`config.mk`:
```
export PLATFORM = sky130hd
export DESIGN_NAME = ror_arbiter_flat
export DESIGN_NICKNAME = d
export VERILOG_FILES = /design/src/rtl/ror_arbiter_pkg.sv /design/src/rtl/ror_arbiter_if.sv /design/src/rtl/ror_arbiter_rot.sv /design/src/rtl/ror_arbiter.sv /design/src/flat_wrapper.sv
export SDC_FILE = /design/constraint.sdc
export NUM_CORES = 1
export LEC_CHECK = 0
export ABC_AREA = 0
export CORE_ASPECT_RATIO = 1.75
export CORE_UTILIZATION = 55
export DETAILED_ROUTE_END_ITERATION = 8
export DONT_BUFFER_PORTS = 1
export HOLD_SLACK_MARGIN = 0.05
export MAX_ROUTING_LAYER = met4
export PLACE_DENSITY = 0.79
export REMOVE_ABC_BUFFERS = 1
export SLEW_MARGIN = 10
export SYNTH_ARGS = -nofsm -noshare
export SYNTH_HDL_FRONTEND = slang
export SYNTH_HIERARCHICAL = 1
export SYNTH_SLANG_ARGS = --single-unit
```
`constraint.sdc`:
```
create_clock -name clk -period 6.2 [get_ports clk]
set_input_delay 0.62 -clock clk [delete_from_list [all_inputs] [get_ports clk]]
set_output_delay 0.62 -clock clk [all_outputs]
set_load 0.05 [all_outputs]
```
`src/rtl/ror_arbiter_pkg.sv`:
```
// Shared constants and helpers for the round-robin rotate arbiter.
// Holds the rotator widths, the left-to-right amount conversion and the pointer step.
package ror_arbiter_pkg;

  localparam int ROR_W     = 16;
  localparam int ROR_AMT_W = 4;

  // A left rotate by n equals a right rotate by the 4-bit two's-complement of n.
  function automatic logic [ROR_AMT_W-1:0] ror_l2r_amt(input logic [ROR_AMT_W-1:0] amt);
    return (~amt) + 4'd1;
  endfunction

  function automatic int rr_next_ptr(input int cur, input int nreq);
    return (cur + 1 >= nreq) ? 0 : cur + 1;
  endfunction

endpackage

```
`src/rtl/ror_arbiter_if.sv`:
```
// Request/response bundle between NREQ requesters, one consumer and the arbiter.
// req_dir exists only when ROR_DIR_EN is defined.
interface ror_arbiter_if
  import ror_arbiter_pkg::*;
#(
  parameter int NREQ = 2,
  parameter int IDW  = 2
);

  logic [NREQ-1:0]           req_valid;
  logic [NREQ-1:0]           req_ready;
  logic [ROR_W*NREQ-1:0]     req_data;
  logic [ROR_AMT_W*NREQ-1:0] req_amt;
`ifdef ROR_DIR_EN
  logic [NREQ-1:0]           req_dir;
`endif
  logic                      rsp_valid;
  logic                      rsp_ready;
  logic [ROR_W-1:0]          rsp_data;
  logic [IDW-1:0]            rsp_id;

`ifdef ROR_DIR_EN
  modport master (
    output req_valid, req_data, req_amt, req_dir, rsp_ready,
    input  req_ready, rsp_valid, rsp_data, rsp_id
  );

  modport slave (
    input  req_valid, req_data, req_amt, req_dir, rsp_ready,
    output req_ready, rsp_valid, rsp_data, rsp_id
  );
`else
  modport master (
    output req_valid, req_data, req_amt, rsp_ready,
    input  req_ready, rsp_valid, rsp_data, rsp_id
  );

  modport slave (
    input  req_valid, req_data, req_amt, rsp_ready,
    output req_ready, rsp_valid, rsp_data, rsp_id
  );
`endif

endinterface

```
`src/rtl/ror_arbiter_rot.sv`:
```
// Combinational 16-bit rotate-right; a log2 barrel of four conditional stages.
module ror_arbiter_rot
  import ror_arbiter_pkg::*;
(
  input  logic [ROR_W-1:0]     ror_in,
  input  logic [ROR_AMT_W-1:0] ror_val,
  output logic [ROR_W-1:0]     ror_out
);

  logic [ROR_W-1:0] w_stage [ROR_AMT_W+1];

  assign w_stage[0] = ror_in;

  // Stage gi rotates right by 2**gi when amount bit gi is set.
  for (genvar gi = 0; gi < ROR_AMT_W; gi++) begin : g_stage
    localparam int SH = 1 << gi;
    assign w_stage[gi+1] = ror_val[gi]
                           ? {w_stage[gi][SH-1:0], w_stage[gi][ROR_W-1:SH]}
                           : w_stage[gi];
  end

  assign ror_out = w_stage[ROR_AMT_W];

endmodule

```
`src/rtl/ror_arbiter.sv`:
```
// Round-robin arbiter sharing one rotate-right datapath among NREQ requesters,
// with a one-deep output register. Define ROR_DIR_EN to add per-requester left rotates.
module ror_arbiter
  import ror_arbiter_pkg::*;
#(
  parameter int NREQ = 2,
  parameter int IDW  = 2
)(
  input  logic           clk,
  input  logic           rst_n,
  ror_arbiter_if.slave   bus
);

  logic [ROR_W-1:0]     w_data_lane [NREQ];
  logic [ROR_AMT_W-1:0] w_amt_lane  [NREQ];

  logic                 w_found;
  logic [IDW-1:0]       w_winner;
  logic [ROR_W-1:0]     w_sel_data;
  logic [ROR_AMT_W-1:0] w_sel_amt;
  logic                 w_slot;
  logic                 w_hs;
  logic [NREQ-1:0]      w_ready;
  logic [ROR_W-1:0]     w_rot;

  logic                 r_rsp_valid;
  logic [ROR_W-1:0]     r_rsp_data;
  logic [IDW-1:0]       r_rsp_id;
  logic [IDW-1:0]       r_ptr;

  for (genvar gi = 0; gi < NREQ; gi++) begin : g_lane
    assign w_data_lane[gi] = bus.req_data[ROR_W*gi +: ROR_W];
`ifdef ROR_DIR_EN
    assign w_amt_lane[gi]  = bus.req_dir[gi]
                             ? ror_l2r_amt(bus.req_amt[ROR_AMT_W*gi +: ROR_AMT_W])
                             : bus.req_amt[ROR_AMT_W*gi +: ROR_AMT_W];
`else
    assign w_amt_lane[gi]  = bus.req_amt[ROR_AMT_W*gi +: ROR_AMT_W];
`endif
  end

  // Search from r_ptr upward with wrap; the inner loop keeps every lane index constant.
  always_comb begin
    int idx;
    idx        = 0;
    w_found    = 1'b0;
    w_winner   = '0;
    w_sel_data = '0;
    w_sel_amt  = '0;
    for (int k = 0; k < NREQ; k++) begin
      idx = int'(r_ptr) + k;
      if (idx >= NREQ) begin
        idx = idx - NREQ;
      end
      for (int j = 0; j < NREQ; j++) begin
        if (j == idx && !w_found && bus.req_valid[j]) begin
          w_found    = 1'b1;
          w_winner   = IDW'(j);
          w_sel_data = w_data_lane[j];
          w_sel_amt  = w_amt_lane[j];
        end
      end
    end
  end

  assign w_slot = !r_rsp_valid || bus.rsp_ready;
  assign w_hs   = rst_n && w_found && w_slot;

  always_comb begin
    w_ready = '0;
    for (int j = 0; j < NREQ; j++) begin
      if (w_hs && w_winner == IDW'(j)) begin
        w_ready[j] = 1'b1;
      end
    end
  end

  ror_arbiter_rot u_rot (
    .ror_in  (w_sel_data),
    .ror_val (w_sel_amt),
    .ror_out (w_rot)
  );

  always_ff @(posedge clk) begin
    if (!rst_n) begin
      r_rsp_valid <= 1'b0;
      r_rsp_data  <= '0;
      r_rsp_id    <= '0;
      r_ptr       <= '0;
    end else if (w_hs) begin
      r_rsp_valid <= 1'b1;
      r_rsp_data  <= w_rot;
      r_rsp_id    <= w_winner;
      r_ptr       <= IDW'(rr_next_ptr(int'(w_winner), NREQ));
    end else if (bus.rsp_ready) begin
      r_rsp_valid <= 1'b0;
    end
  end

  assign bus.req_ready = w_ready;
  assign bus.rsp_valid = r_rsp_valid;
  assign bus.rsp_data  = r_rsp_data;
  assign bus.rsp_id    = r_rsp_id;

endmodule

```
`src/flat_wrapper.sv`:
```
// flat-port wrapper written by rule: the top's interface ports become plain ports
module ror_arbiter_flat import ror_arbiter_pkg::*;
#(
  parameter int NREQ = 2,
  parameter int IDW  = 2
)
  (clk, rst_n, bus_req_valid, bus_req_data, bus_req_amt, bus_rsp_ready, bus_req_ready, bus_rsp_valid, bus_rsp_data, bus_rsp_id);
  ror_arbiter_if #(.NREQ(NREQ), .IDW(IDW)) bus_i ();
  input  logic clk;
  input  logic rst_n;
  input wire logic [$bits(bus_i.req_valid)-1:0] bus_req_valid;
  input wire logic [$bits(bus_i.req_data)-1:0] bus_req_data;
  input wire logic [$bits(bus_i.req_amt)-1:0] bus_req_amt;
  input wire logic [$bits(bus_i.rsp_ready)-1:0] bus_rsp_ready;
  output wire logic [$bits(bus_i.req_ready)-1:0] bus_req_ready;
  output wire logic [$bits(bus_i.rsp_valid)-1:0] bus_rsp_valid;
  output wire logic [$bits(bus_i.rsp_data)-1:0] bus_rsp_data;
  output wire logic [$bits(bus_i.rsp_id)-1:0] bus_rsp_id;
  assign bus_i.req_valid = bus_req_valid;
  assign bus_i.req_data = bus_req_data;
  assign bus_i.req_amt = bus_req_amt;
  assign bus_i.rsp_ready = bus_rsp_ready;
  assign bus_req_ready = bus_i.req_ready;
  assign bus_rsp_valid = bus_i.rsp_valid;
  assign bus_rsp_data = bus_i.rsp_data;
  assign bus_rsp_id = bus_i.rsp_id;
  ror_arbiter #(.NREQ(NREQ), .IDW(IDW)) u_core (.clk(clk), .rst_n(rst_n), .bus(bus_i));
endmodule
```
==> results_tabular.tex <==
\begin{tabular}{lr}
\hline
Metric & Value \\
\hline
\multicolumn{2}{l}{\textbf{STA}} \\
Worst clock skew & 1.108 ps \\
Highest achievable clock rate & 308.6 MHz \\
Final min period & 3240 ps \\
RSZ-0062 raised after global routing & false \\
Max-slew violation total from the final report & 0 \\
Final setup violation count & 0 \\
Fraction of the cycle the final worst path needs & 52.26\% \\
Final Hold Fails & 0 \\
Tightest slew margin relative to the limit & 29.13\% \\
Measured slew at the worst slew-check pin & 1063 ps \\
Accumulated negative setup slack & 0 ps \\
\multicolumn{2}{l}{\textbf{Run status}} \\
Result of the run & finished, final reports clean \\
\multicolumn{2}{l}{\textbf{Logic synthesis}} \\
Synthesized flop and latch total & 19 \\
Number of library cell types mapped by synthesis & 22 \\
Synthesized instance count & 151 \\
Part of the Yosys area used for sequential elements & 20.99\% \\
Avg Cell Area, Syn & 12.00 um2 \\
Mapped Area & 1812 um2 \\
Number of warnings issued by yosys & 6 \\
\multicolumn{2}{l}{\textbf{Power and ir drop}} \\
Leakage power of the design & 0.7206 nW \\
Final Total Pwr & 0.4897 mW \\
Peak ir drop on the vdd network & 0.0001462 V \\
Power per Cell Area & 270.3 nW/um2 \\
\multicolumn{2}{l}{\textbf{GRT}} \\
Initial antenna violation count & 0 \\
Pin count of the biggest net entering global routing & 25 \\
Overall global routing resource usage & 21.70\% \\
Total congestion overflow after global routing & 0 \\
Number of global-route vias before repair & 1194 \\
Wire length of the first global-routing pass & 5.547 mm \\
\multicolumn{2}{l}{\textbf{Placed design}} \\
Post-DP HPWL & 2.803 mm \\
Port bufs & 0 \\
Placer congestion estimate & 0.8460 \\
Instance area after placement & 1767 um2 \\
\multicolumn{2}{l}{\textbf{Job}} \\
Number of max-cap violations & 0 \\
\multicolumn{2}{l}{\textbf{Route}} \\
Mean number of vias per cell & 6.819 \\
Iteration-0 DRC count of the detailed router & 28 \\
DRT antenna net count & 0 \\
Total iterations of the first detailed-routing run & 4 \\
Post-Route WL & 3.377 mm \\
DRC violation count after routing & 0 \\
Overall via count from detail\_route & 1241 \\
Routed length per placed instance & 18.55 um \\
\multicolumn{2}{l}{\textbf{Clock tree}} \\
Clk Latency, worst-skew pair & 250 ps \\
PostCTS Resize Cnt & 0 \\
Sinks on Clock Net & 19 \\
Hold-fix buffers at CTS & 0 \\
TritonCTS clock tree & yes \\
Clk Tree Root Cell & clkbuf\_8 \\
Post-CTS setup buffer count & 0 \\
Buffers from clock root to sink, at most & 2 \\
Clock slew seen by the registers of the worst setup and hold paths & 60 ps \\
Number of buffers created by CTS & 3 \\
Number of H-tree levels & 1 \\
\multicolumn{2}{l}{\textbf{Worst setup path}} \\
Max Fanout on Critical Path & 20 \\
Critical path's top delay family & simple AND/OR/NAND/NOR gates \\
Type of the worst setup path & reg -> out \\
Count of buffer and inverter cells on the critical path & 0 \\
Critical path launch point type & flop \\
CP cell instances & nand2b\_1 -> and3b\_1 -> nor2b\_1 \\
Worst endpoint data arrival time & 2620 ps \\
Critical path's slowest cell & and3b\_1 \\
Worst EP required & 5580 ps \\
Kind of capture point of the worst setup path & primary output \\
Critical path's largest stage delay & 880 ps \\
\multicolumn{2}{l}{\textbf{Floorplan}} \\
Overall die area & 3537 um2 \\
Vert. Die Dim & 77.93 um \\
Ports & 66 \\
Initial core utilization & 57.67\% \\
Std-Cell Core Area & 3142 um2 \\
Chip width & 45.39 um \\
Number of rows in the core area & 27 \\
\multicolumn{2}{l}{\textbf{Finish}} \\
Diodes inserted & 0 \\
Area grow syn2layout & 0.0001104\% \\
Filler Cell Count & 278 \\
Multi-input gate area & 1254 um2 \\
Sequential cell area in the final layout & 380.4 um2 \\
Layout cells sized above 1 & 18.71\% \\
Final Net Count & 185 \\
Final Instance Area & 1812 um2 \\
\multicolumn{2}{l}{\textbf{Worst hold path}} \\
Hold Path Class & reg -> reg \\
\hline
\end{tabular}
-- per-layer routing --
layer | share of wire (%) | track usage [%] | up-vias
li1 | - | - | 563
met1 | 33 | 22.00 | 607
met2 | 59 | 38.86 | 63
met3 | 5.4 | 1.163 | 8
met4 | 2.6 | 11.52 | 0
met5 | 0 | - | -
-- layout make-up --
class | count | area share, %
clock buffers | 4 | 2.486
inverters | 17 | 3.522
multi-input cells | 97 | 69.20
flip-flops and latches | 19 | 20.99
well taps | 43 | 2.970
repair buffers | 2 | 0.8287
-- flip-flops by register name, summed over array words and instances, names as in the netlist --
register and flops:
u_core/bus.rsp_data 16, u_core/bus.rsp_id 1, u_core/r_ptr 1, u_core/bus.rsp_valid 1
-- Yosys cell counts --
library cell,instances,area (um2)
nor2_1,1,3.750
a21boi_0,2,15.01
nor2b_1,1,6.260
buf_2,6,30.03
a22o_1,20,175.2
mux2_4,1,15.01
buf_1,1,3.750
a21boi_1,1,7.510
and3b_1,1,8.760
buf_12,1,20.02
buf_6,2,22.52
nand2_1,17,63.81
nand2b_1,1,6.260
mux2i_1,17,170.2
dfxtp_1,19,380.4
conb_1,1,3.750
mux4_1,12,315.3
clkbuf_1,6,22.52
mux4_2,20,450.4
buf_4,2,15.01
inv_1,17,63.81
and2_1,2,12.51
-- through the flow --
step	hold WS (ps)	util (%)	instances	setup WS, ps
after detailed placement	485.1	56.23	178	2972
after floorplan	445.1	-	133	2356
after global routing	509.1	57.67	182	2861
final	492.4	57.67	182	2960
after global placement	464.1	56.23	178	3078
after CTS	493.7	57.67	182	2944
-- where the power goes --
part,internal [mW],total (mW),switching (mW)
logic,0.0995,0.184,0.0843
registers,0.143,0.224,0.0812
clock network,0.0455,0.0818,0.0363
total,0.288,0.490,0.202
-- kinds of logic (layout without fill, tap and decap cells) --
family,count (synthesis),after routing,synth area share (%)
AO/OA/AOI/OAI,23,23,10.91
buffers and inverters,35,23,9.806
flip-flops,19,19,20.99
multiplexers,50,50,52.49
other,1,1,0.2070
AND/OR/NAND/NOR,23,23,5.594
-- placed cells by master (no fill, tap or decap) --
master | Yosys | routed
dfxtp_1 | 19 | 19
a21boi_0 | 2 | 1
nand2b_1 | 1 | 1
mux2i_1 | 17 | 17
clkbuf_8 | 0 | 3
a21boi_1 | 1 | 2
nor2_1 | 1 | 1
buf_4 | 2 | 2
mux4_1 | 12 | 12
and2_1 | 2 | 2
nand2_1 | 17 | 17
nor2b_1 | 1 | 1
and3b_1 | 1 | 1
conb_1 | 1 | 1
a22o_1 | 20 | 20
inv_1 | 17 | 17
mux4_2 | 20 | 20
mux2_4 | 1 | 1
clkbuf_1 | 6 | 1
-- path summary, 6_finish.rpt --
| check | from | to | slack (ps) | cells after the start |
|---|---|---|---|---|
| worst max-delay path | u_core/bus.rsp_valid$_SDFFE_PN0P_ | bus_req_ready[0] | 2960 | 3 |
| worst max register to register | u_core/r_ptr[0]$_SDFFE_PN0P_ | u_core/bus.rsp_data[4]$_SDFFE_PN0P_ | 3230 | 8 |
| worst min-delay path | u_core/r_ptr[0]$_SDFFE_PN0P_ | u_core/r_ptr[0]$_SDFFE_PN0P_ | 490 | 2 |
| worst min register to register | u_core/r_ptr[0]$_SDFFE_PN0P_ | u_core/r_ptr[0]$_SDFFE_PN0P_ | 490 | 2 |
-- tightest hold or removal path, stage by stage, from the launching register on --
cell and delay (ps):
dfxtp_1 330, nand2_1 60, mux2i_1 60
No activity file was read; power rests on OpenSTA's default activity.
